<file path="config.mk">
export PLATFORM = sky130hd
export DESIGN_NAME = player_step_ctrl
export DESIGN_NICKNAME = d
export VERILOG_FILES = /design/src/rtl/player_step_ctrl_pkg.sv /design/src/rtl/player_step_ctrl_btn_sync.sv /design/src/rtl/player_step_ctrl.sv
export SDC_FILE = /design/constraint.sdc
export NUM_CORES = 1
export LEC_CHECK = 0
export CELL_PAD_IN_SITES_DETAIL_PLACEMENT = 2
export CELL_PAD_IN_SITES_GLOBAL_PLACEMENT = 2
export CORE_ASPECT_RATIO = 0.9
export CORE_MARGIN = 5
export CORE_UTILIZATION = 30
export DETAILED_ROUTE_END_ITERATION = 6
export PLACE_DENSITY_LB_ADDON = 0.2
export SYNTH_ARGS = -nofsm -noshare
export SYNTH_HDL_FRONTEND = slang
export SYNTH_HIERARCHICAL = 1
export SYNTH_SLANG_ARGS = --single-unit
</file>
<file path="constraint.sdc">
create_clock -name clk -period 1.8 [get_ports clk]
set_input_delay 0.36 -clock clk [delete_from_list [all_inputs] [get_ports clk]]
set_output_delay 0.36 -clock clk [all_outputs]
set_load 0.03 [all_outputs]
</file>
<file path="src/rtl/player_step_ctrl_pkg.sv">
// Shared state encoding and default timing constants for the player step sequencer.
package player_step_ctrl_pkg;

  localparam int unsigned SETTLE_CYCLES_DEF = 3;
  localparam int unsigned ACK_TIMEOUT_DEF   = 255;

  typedef enum logic [2:0] {
    ST_IDLE   = 3'd0,
    ST_UPDATE = 3'd1,
    ST_SETTLE = 3'd2,
    ST_CHECK  = 3'd3,
    ST_REVERT = 3'd4,
    ST_DONE   = 3'd5
  } step_state_t;

endpackage

</file>
<file path="src/rtl/player_step_ctrl_btn_sync.sv">
// Two-flop synchronizer for one asynchronous button input.
module btn_sync (
  input  logic clk,
  input  logic rst,
  input  logic d,
  output logic q
);

  logic meta;

  // Shift the raw level through two flops to resolve metastability.
  always_ff @(posedge clk) begin
    if (rst) begin
      meta <= 1'b0;
      q    <= 1'b0;
    end else begin
      meta <= d;
      q    <= meta;
    end
  end

endmodule

</file>
<file path="src/rtl/player_step_ctrl.sv">
// Per-frame sequencer: update player, wait for settle, query collision, revert or kill.
module player_step_ctrl
  import player_step_ctrl_pkg::*;
#(
  parameter int unsigned SETTLE_CYCLES = SETTLE_CYCLES_DEF,
  parameter int unsigned ACK_TIMEOUT   = ACK_TIMEOUT_DEF
) (
  input  logic clk,
  input  logic rst,
  input  logic frame_tick,
  input  logic enable,
  input  logic cw_btn_in,
  input  logic ccw_btn_in,
  output logic cw_btn,
  output logic ccw_btn,
  output logic update,
  output logic revert,
  output logic coll_req,
  input  logic coll_ack,
  input  logic coll_side,
  input  logic coll_front,
  output logic busy,
  output logic step_done,
  output logic dead,
  output logic overrun
);

  localparam int unsigned SET_W = (SETTLE_CYCLES > 1) ? $clog2(SETTLE_CYCLES) : 1;
  localparam int unsigned TO_W  = (ACK_TIMEOUT > 0) ? $clog2(ACK_TIMEOUT + 1) : 1;

  step_state_t     state;
  logic [SET_W-1:0] settle_cnt;
  logic [TO_W-1:0]  to_cnt;
  logic             cw_s;
  logic             ccw_s;

  btn_sync u_cw_sync (
    .clk (clk),
    .rst (rst),
    .d   (cw_btn_in),
    .q   (cw_s)
  );

  btn_sync u_ccw_sync (
    .clk (clk),
    .rst (rst),
    .d   (ccw_btn_in),
    .q   (ccw_s)
  );

  // Step sequencer with registered strobes, button capture and sticky status.
  always_ff @(posedge clk) begin
    if (rst) begin
      state      <= ST_IDLE;
      settle_cnt <= '0;
      to_cnt     <= '0;
      cw_btn     <= 1'b0;
      ccw_btn    <= 1'b0;
      update     <= 1'b0;
      revert     <= 1'b0;
      coll_req   <= 1'b0;
      busy       <= 1'b0;
      step_done  <= 1'b0;
      dead       <= 1'b0;
      overrun    <= 1'b0;
    end else begin
      update    <= 1'b0;
      revert    <= 1'b0;
      step_done <= 1'b0;

      // A tick that lands mid-step is dropped but remembered.
      if (frame_tick && (state != ST_IDLE)) begin
        overrun <= 1'b1;
      end

      case (state)
        ST_IDLE: begin
          if (frame_tick && enable && !dead) begin
            state   <= ST_UPDATE;
            update  <= 1'b1;
            busy    <= 1'b1;
            cw_btn  <= cw_s;
            ccw_btn <= ccw_s & ~cw_s;
          end
        end
        ST_UPDATE: begin
          state      <= ST_SETTLE;
          settle_cnt <= SET_W'(SETTLE_CYCLES - 1);
        end
        ST_SETTLE: begin
          if (settle_cnt == '0) begin
            state    <= ST_CHECK;
            coll_req <= 1'b1;
            to_cnt   <= '0;
          end else begin
            settle_cnt <= settle_cnt - SET_W'(1);
          end
        end
        ST_CHECK: begin
          if (coll_ack) begin
            coll_req <= 1'b0;
            if (coll_front) begin
              dead      <= 1'b1;
              state     <= ST_DONE;
              step_done <= 1'b1;
            end else if (coll_side) begin
              state  <= ST_REVERT;
              revert <= 1'b1;
            end else begin
              state     <= ST_DONE;
              step_done <= 1'b1;
            end
          end else if (to_cnt == TO_W'(ACK_TIMEOUT - 1)) begin
            // No answer from the checker: treat as no hit.
            coll_req  <= 1'b0;
            state     <= ST_DONE;
            step_done <= 1'b1;
          end else begin
            to_cnt <= to_cnt + TO_W'(1);
          end
        end
        ST_REVERT: begin
          state     <= ST_DONE;
          step_done <= 1'b1;
        end
        ST_DONE: begin
          state <= ST_IDLE;
          busy  <= 1'b0;
        end
        default: begin
          state    <= ST_IDLE;
          busy     <= 1'b0;
          coll_req <= 1'b0;
        end
      endcase
    end
  end

endmodule

</file>
Word-level counts from Yosys, hierarchy flattened --
Cells that the tools add are included.
Word-level totals: bits in registers 26, bits of input ports 9, output and inout port bits 9, logic and storage cells 83
Cells by class: mux-type cells 26, reduce and logical (&&, ||, !) cells 20, bitwise operators 7, add/sub/neg operators 2, equal/unequal tests 12
Operators with widths (number):
- $mux W8 | 3
- $pmux W8 S2 | 1
- $pmux W3 S5 | 1
- $mux W1 | 12
- $mux W3 | 4
- $reduce_or A4 Y1 | 3
- $ne A2 B2 Y1 const B | 5
- $reduce_and A3 Y1 | 3
- $add A8 B1 Y8 const B | 1
- $eq A8 B8 Y1 const B | 1
- $eq A3 B2 Y1 const B | 2
- $eq A3 B3 Y1 const B | 2
- $not A1 Y1 | 6
- $reduce_and A2 Y1 | 3
- $pmux W1 S2 | 2
- $pmux W2 S2 | 1
- $reduce_and A4 Y1 | 1
- $reduce_bool A2 Y1 | 2
- $eq A3 B1 Y1 const B | 1
- $logic_and A1 B1 Y1 | 3
- $logic_not A3 Y1 | 1
- $ne A3 B3 Y1 const B | 1
- $pmux W1 S3 | 1
- $reduce_bool A3 Y1 | 1
- other kinds (6) | 6

Longest topological paths before layout --
Gate-level depths: netlist (run 1).
depth in word-level cells 4, gate-level depth with buffers 6, gate-level depth less buffers 6

Modules after synthesis --
Netlist (run 1), hierarchy kept.
Modules (own cells, without submodules):
- player_step_ctrl | area each 1043.5 um^2, instances 1, seq. area each 440.4 um^2, cells each 120
- btn_sync | area each 52.6 um^2, instances 2, seq. area each 40.0 um^2, cells each 4

Worst setup path after synthesis (run 1) --
Ideal clock, no wire load.
kind reg2reg, start point reg to_cnt[0], end point reg to_cnt[0], arrival time 1297 ps, period minus slack after synthesis 1384 ps, setup time 87 ps, buffers on the path 0, cell stages (with the launch flop) 7, data required time 1713 ps, path slack 416 ps, path through dfxtp_1 -> inv_1 -> ha_1 -> nand3_1 -> o21ai_2 -> or4b_1 -> o31ai_1
On the way: cells in the longest elaborated chain, start to end 4, elaborated cells between the ends (all ways) 7, classes of those cells add/sub (1); eq/ne (2); mux (3); reduce/logical (1)
RTL lines:
- start, declared | RTL line player_step_ctrl.sv:33 | logic [TO_W-1:0] to_cnt;
- start signal, assigned | RTL line player_step_ctrl.sv:119 | to_cnt <= to_cnt + TO_W'(1);
- $add A8 B1 Y8 | RTL line player_step_ctrl.sv:119
- $mux W8 | RTL line player_step_ctrl.sv:113 | end else if (to_cnt == TO_W'(ACK_TIMEOUT - 1)) begin
- $mux W8 | RTL line player_step_ctrl.sv:100 | if (coll_ack) begin
- $pmux W8 S2 | RTL line player_step_ctrl.sv:76 | case (state)
Parallel ways exist; a longest one is shown, timed or not. The select of a mux whose other input is x is not followed. A chain may end at the register's enable or synchronous reset.

Final worst setup path (run 1) --
start point reg dead, end point out dead
RTL lines:
- start, declared | RTL line player_step_ctrl.sv:24 | output logic dead,
- start signal, assigned | RTL line player_step_ctrl.sv:64 | dead <= 1'b0;
- start signal, assigned | RTL line player_step_ctrl.sv:103 | dead <= 1'b1;
No word-level cell between the ends.

==> qor.yml, run 1 <==
top_regs: "to_cnt x8, state x3, settle_cnt x2"
firstDrtPassIters: 4
fmax_ghz: 0.5925
critical_path_depth: 1
worst_ep_arrival_time_ps: 1330
setup_viol: 0
post-route-drc-count: 0
outcome: "finished, final reports clean"
place.gp.congestion: 0.7862
worst_setup_path_end_kind: "output pin"
worst-path-max-fanout: 3
muxShareOfSynthArea: 0.008715
coreArea_mm2: 0.003705
synth_area_mm2: 0.001149
cts_buffers: 3
grt_setup_unrepaired: "no"
synth_top_flop_cell: "dfxtp_1"
tns_ps: 0
cts.clk_slew.worst_paths_ps: 90
grt_pass1_vias: 1098
clkSinkCount: 26
initial_core_util: 0.3100
n_antenna_cell: 0
synth_seq_area_share: 0.4532
largest-register: "to_cnt"
synth.area.top_cells: "dfxtp_1 45%, nor2_1 4.6%, a311oi_1 3.8%"
largest_reg_flops: 8
p_per_area_mw_per_mm2: 817.6
placed_area_mm2: 0.001421
yosys.area_share.adder: 0.03268
vdd_ir_drop_max_mv: 0.3247
hold_viol: 0
wire_per_inst_um: 16.19
die_w_um: 75.23
synth_top_family_by_area: "simple AND/OR/NAND/NOR gates"
rrSetupSlack_ps: 210
crit_buf_inv: 1
max_stage_delay_ps: 690
maxCapViolCount: 0
multi_input_area_um2: 583.1
synth-compound-area-share: 0.1972
cp_slowest_cell: "clkdlybuf4s50_1"
nets: 166
path_delay_family: "buffers and inverters"
final_area_mm2: 0.001476
syn-num-nets: 140
hpwl_um: 2412
synth.top_cell.area_share: 0.4532
ctsHoldBuffers: 0
clkPwrFrac: 0.317
synth.distinct_cells: 40
worst_pin_slew_ps: 327.8
finalClockSkew_ps: 6.684
max_slew_margin: 0.7808
die_area_mm2: 0.005168
drt_wl_total_um: 3222
grt_max_degree: 15
avgSynthCellArea_um2: 8.973
period_needed_ps: 1688
cts_tree: "done"
rr_startpoint: "to_cnt[1]"
vias: 1031
antenna_found_initial: 0
grt_remaining_overflow: 0
period_share: 0.9377
p_leak_nw: 0.5418
final_core_util: 0.3985
hold_path.class: "reg2reg"
synth_xor_area_frac: 0
die_y_um: 68.70
area_delta_synth_final_pct: 28.54
synth_commonest_cells: "26 x dfxtp_1, 14 x nor2_1, 10 x nand2_1"
grtUsageTotal: 0.1366
synth_edf_count: 0
cts.htree.levels: 1
fin_cells: 199
yosysWarnings: 6
required_ps: 1440
crit_type: "reg2out"
setup.worst_path.start: "dead"
power_frac_seq: 0.509
r2r_cells: 5
async_flop_share: 0
clk_latency_ps: 280
crit_end: "dead"
fillCellCount: 410
drv_slew: 0
clockRootBuffer: "clkbuf_8"
intPower_mw: 0.8898
yosys.area.top_type: "dfxtp_1"
r2r_end: "to_cnt[6]"
syn_inst: 128
netSwitchingFraction: 0.2629
drt_iter0_markers: 40
power_frac_comb: 0.174
synth-seq-cells: 26
synth.most_common_cell: "dfxtp_1"
ant_nets: 0
drive_gt1_frac: 0.1242
grt_first_pass_wirelength_um: 5202
ios: 18
via_per_inst: 5.181
synth_simple_gate_area_frac: 0.2691
placementRows: 21
switching_power_mw: 0.3174
cts_setup_buffers: 0
dp.cells: 195
placement.io_buffers: 17
ff_latch_area_um2: 520.5
cp_cell_sequence: "clkdlybuf4s50_1"
cts_buffer_depth: 2
start_kind: "register"
cts-resized-gates: 0
final cells by class:
| class | count | share of cell area |
|---|---|---|
| clock buffers | 4 | 0.03729 |
| inverters | 4 | 0.01017 |
| repair buffers | 27 | 0.1661 |
| multi-input cells | 92 | 0.3949 |
| flip-flops and latches | 26 | 0.3525 |
| well taps | 46 | 0.03898 |
metal layers:
layer  part of all wire  vias to the layer above  global-route usage  routed length (µm)
li1                   -                      508                   -                   -
met1               0.45                      502              0.1549                1462
met2               0.49                       15              0.2402                1581
met3              0.035                        6             0.03768                 112
met4              0.020                        0             0.05895                  66
met5                  0                        -                   0                   0
through the flow:
stage	hold slack, ps	power, mW	setup slack, ps
2_1_floorplan	413.8	0.7514	416.4
3_3_place_gp	417.2	0.8280	-23.82
3_5_place_dp	438.2	0.8386	-59.09
4_1_cts	457.4	1.224	90.12
5_1_grt	476.3	1.268	44.57
6_report	457.3	1.207	112.1
placed cells by master (no fill, tap or decap), types with 2 or more instances in the layout:
| cell type | instances |
|---|---|
| dfxtp_1 | 26 |
| clkdlybuf4s50_1 | 17 |
| nor2_1 | 14 |
| nand2_1 | 10 |
| buf_4 | 10 |
| a21oi_1 | 8 |
| nor2b_1 | 7 |
| nand3_1 | 6 |
| a311oi_1 | 5 |
| inv_1 | 4 |
| a31oi_1 | 4 |
| clkbuf_8 | 4 |
| o21ai_0 | 3 |
| ha_1 | 3 |
| o22ai_1 | 2 |
| nor3_1 | 2 |
| or3b_1 | 2 |
| a2bb2oi_1 | 2 |
| or3_1 | 2 |
cell families (layout without fill, tap and decap cells):
logic type / count (synthesis) / count (layout)
AND/OR/NAND/NOR: 55 / 55
AO/OA/AOI/OAI: 33 / 33
flip-flops: 26 / 26
buffers and inverters: 10 / 35
adder cells (fa/ha/maj): 3 / 3
multiplexers: 1 / 1
power by group through the flow:
stage          clock [mW]  combinational, mW  sequential, mW
3_5_place_dp            0              0.211           0.628
3_3_place_gp            0              0.203           0.625
4_1_cts             0.396              0.213           0.614
6_report            0.382              0.211           0.614
2_1_floorplan           0              0.111           0.641
5_1_grt             0.418              0.233           0.618
worst min-delay path by stage:
stage	start	endpoint	cells past startpoint
2_1_floorplan	u_ccw_sync/meta	u_ccw_sync/q	1
3_3_place_gp	u_ccw_sync/meta	u_ccw_sync/q	1
3_5_place_dp	u_ccw_sync/meta	u_ccw_sync/q	1
4_1_cts	u_ccw_sync/meta	u_ccw_sync/q	1
5_1_grt	u_cw_sync/meta	u_cw_sync/q	1
6_report	ccw_btn	ccw_btn	2
No activity file was read; power rests on OpenSTA's default activity.
==> inputs of run 2 (changes only) <==
- REMOVE_ABC_BUFFERS: not set -> 1
==> run 2 against run 1 <==
- hold slack got worse by 6.5 ps
- first-iteration DRC count grew 15%
- clock-buffer cell count fell by 1
- clock power down 15%
- via count decreased by 0.78%
- largest cell class unchanged
==> qor.yml, run 2 (synthesized netlist as in run 1, its figures left out) <==
clkSinkCount: 26
cts_buffers: 3
grt_max_degree: 15
drive_gt1_frac: 0.1067
largest_reg_flops: 8
cts_tree: "done"
placement.io_buffers: 17
die_y_um: 68.70
finalClockSkew_ps: 4.803
worst_slack_ps: 133.1
wl_met3_um: 96
wl_met1_um: 1447
final_common_cell: "dfxtp_1"
clk_latency_ps: 260
grt_setup_unrepaired: "no"
critical_path_depth: 1
hold_viol: 0
ant_nets: 0
via_per_inst: 5.219
wire_per_inst_um: 15.95
grt_pass1_vias: 1077
worst-path-max-fanout: 3
crit_type: "reg2out"
ff_latch_area_um2: 520.5
drv_slew: 0
hpwl_um: 2414
p_leak_nw: 0.5242
r2r_cells: 5
period_needed_ps: 1667
drt_wl_total_um: 3126
cts_buffer_depth: 2
max_slew_margin: 0.7822
die_area_mm2: 0.005168
cts_setup_buffers: 0
start_kind: "register"
coreArea_mm2: 0.003705
nets: 164
largest-register: "to_cnt"
cts-resized-gates: 0
max_stage_delay_ps: 680
n_antenna_cell: 0
fin_cells: 196
placementRows: 21
post-route-drc-count: 0
setup_viol: 0
met2_length_um: 1565
die_w_um: 75.23
worst_ep_arrival_time_ps: 1310
highest_layer: "met4"
firstDrtPassIters: 4
ios: 18
grt_remaining_overflow: 0
place.gp.congestion: 0.7522
place_ws_ps: -82.75
crit_buf_inv: 1
vdd_ir_drop_max_mv: 0.3446
worst_setup_path_end_kind: "output pin"
grt_first_pass_wirelength_um: 5340
cts.clk_slew.worst_paths_ps: 90
multi_input_area_um2: 583.1
fmax_ghz: 0.5999
drt_iter0_markers: 46
p_per_area_mw_per_mm2: 790.6
cp_slowest_cell: "clkdlybuf4s50_1"
top_regs: "to_cnt x8, state x3, settle_cnt x2"
fillCellCount: 397
required_ps: 1440
initial_core_util: 0.3100
path_delay_family: "buffers and inverters"
clockRootBuffer: "clkbuf_8"
dp.cells: 193
most-common-layout-cells: "26 x dfxtp_1, 17 x clkdlybuf4s50_1, 14 x nor2_1"
cts.htree.levels: 1
period_share: 0.9261
area_delta_synth_final_pct: 26.03
antenna_found_initial: 0
ctsHoldBuffers: 0
hold_path.class: "reg2reg"
cp_cell_sequence: "clkdlybuf4s50_1"
maxCapViolCount: 0
grtUsageTotal: 0.1367
outcome: "finished, final reports clean"
vias: 1023
worst_pin_slew_ps: 325.6
holdPathStages: 1
run 2: area by class of cell:
type	instances	share of cell area
repair buffers	25	0.1590
well taps	46	0.03976
flip-flops and latches	26	0.3596
inverters	4	0.01037
multi-input cells	92	0.4028
clock buffers	3	0.02852
run 2: report_power, final:
| group | internal [mW] | switching [mW] | total [mW] |
|---|---|---|---|
| clock | 0.150 | 0.175 | 0.325 |
| combinational | 0.0921 | 0.114 | 0.206 |
| sequential | 0.598 | 0.0152 | 0.613 |
| total | 0.840 | 0.305 | 1.14 |
run 2: per-layer routing:
| layer | global-route usage | vias up |
|---|---|---|
| li1 | - | 505 |
| met1 | 0.1690 | 499 |
| met2 | 0.2402 | 17 |
| met3 | 0.03623 | 2 |
| met4 | 0.02620 | 0 |
| met5 | 0 | - |
run 2: worst paths after layout:
path | startpoint | endpoint | slack [ps]
setup / recovery | dead | dead | 130
hold / removal | u_cw_sync/meta | u_cw_sync/q | 450
setup reg to reg | to_cnt[1] | to_cnt[6] | 170
hold reg to reg | u_cw_sync/meta | u_cw_sync/q | 450
run 2: stage by stage:
step                total power [mW]  setup TNS, ps  cell area [µm²]  hold WS [ps]    util
CTS                            1.165              0             1448         464.0  0.3907
finish                         1.145              0             1448         450.8  0.3907
detailed placement            0.8351         -164.1             1406         448.1  0.3796
global placement              0.8235         -34.10             1406         419.3  0.3796
global route                   1.208              0             1448         472.3  0.3907
floorplan                     0.7390              0             1119         413.8       -
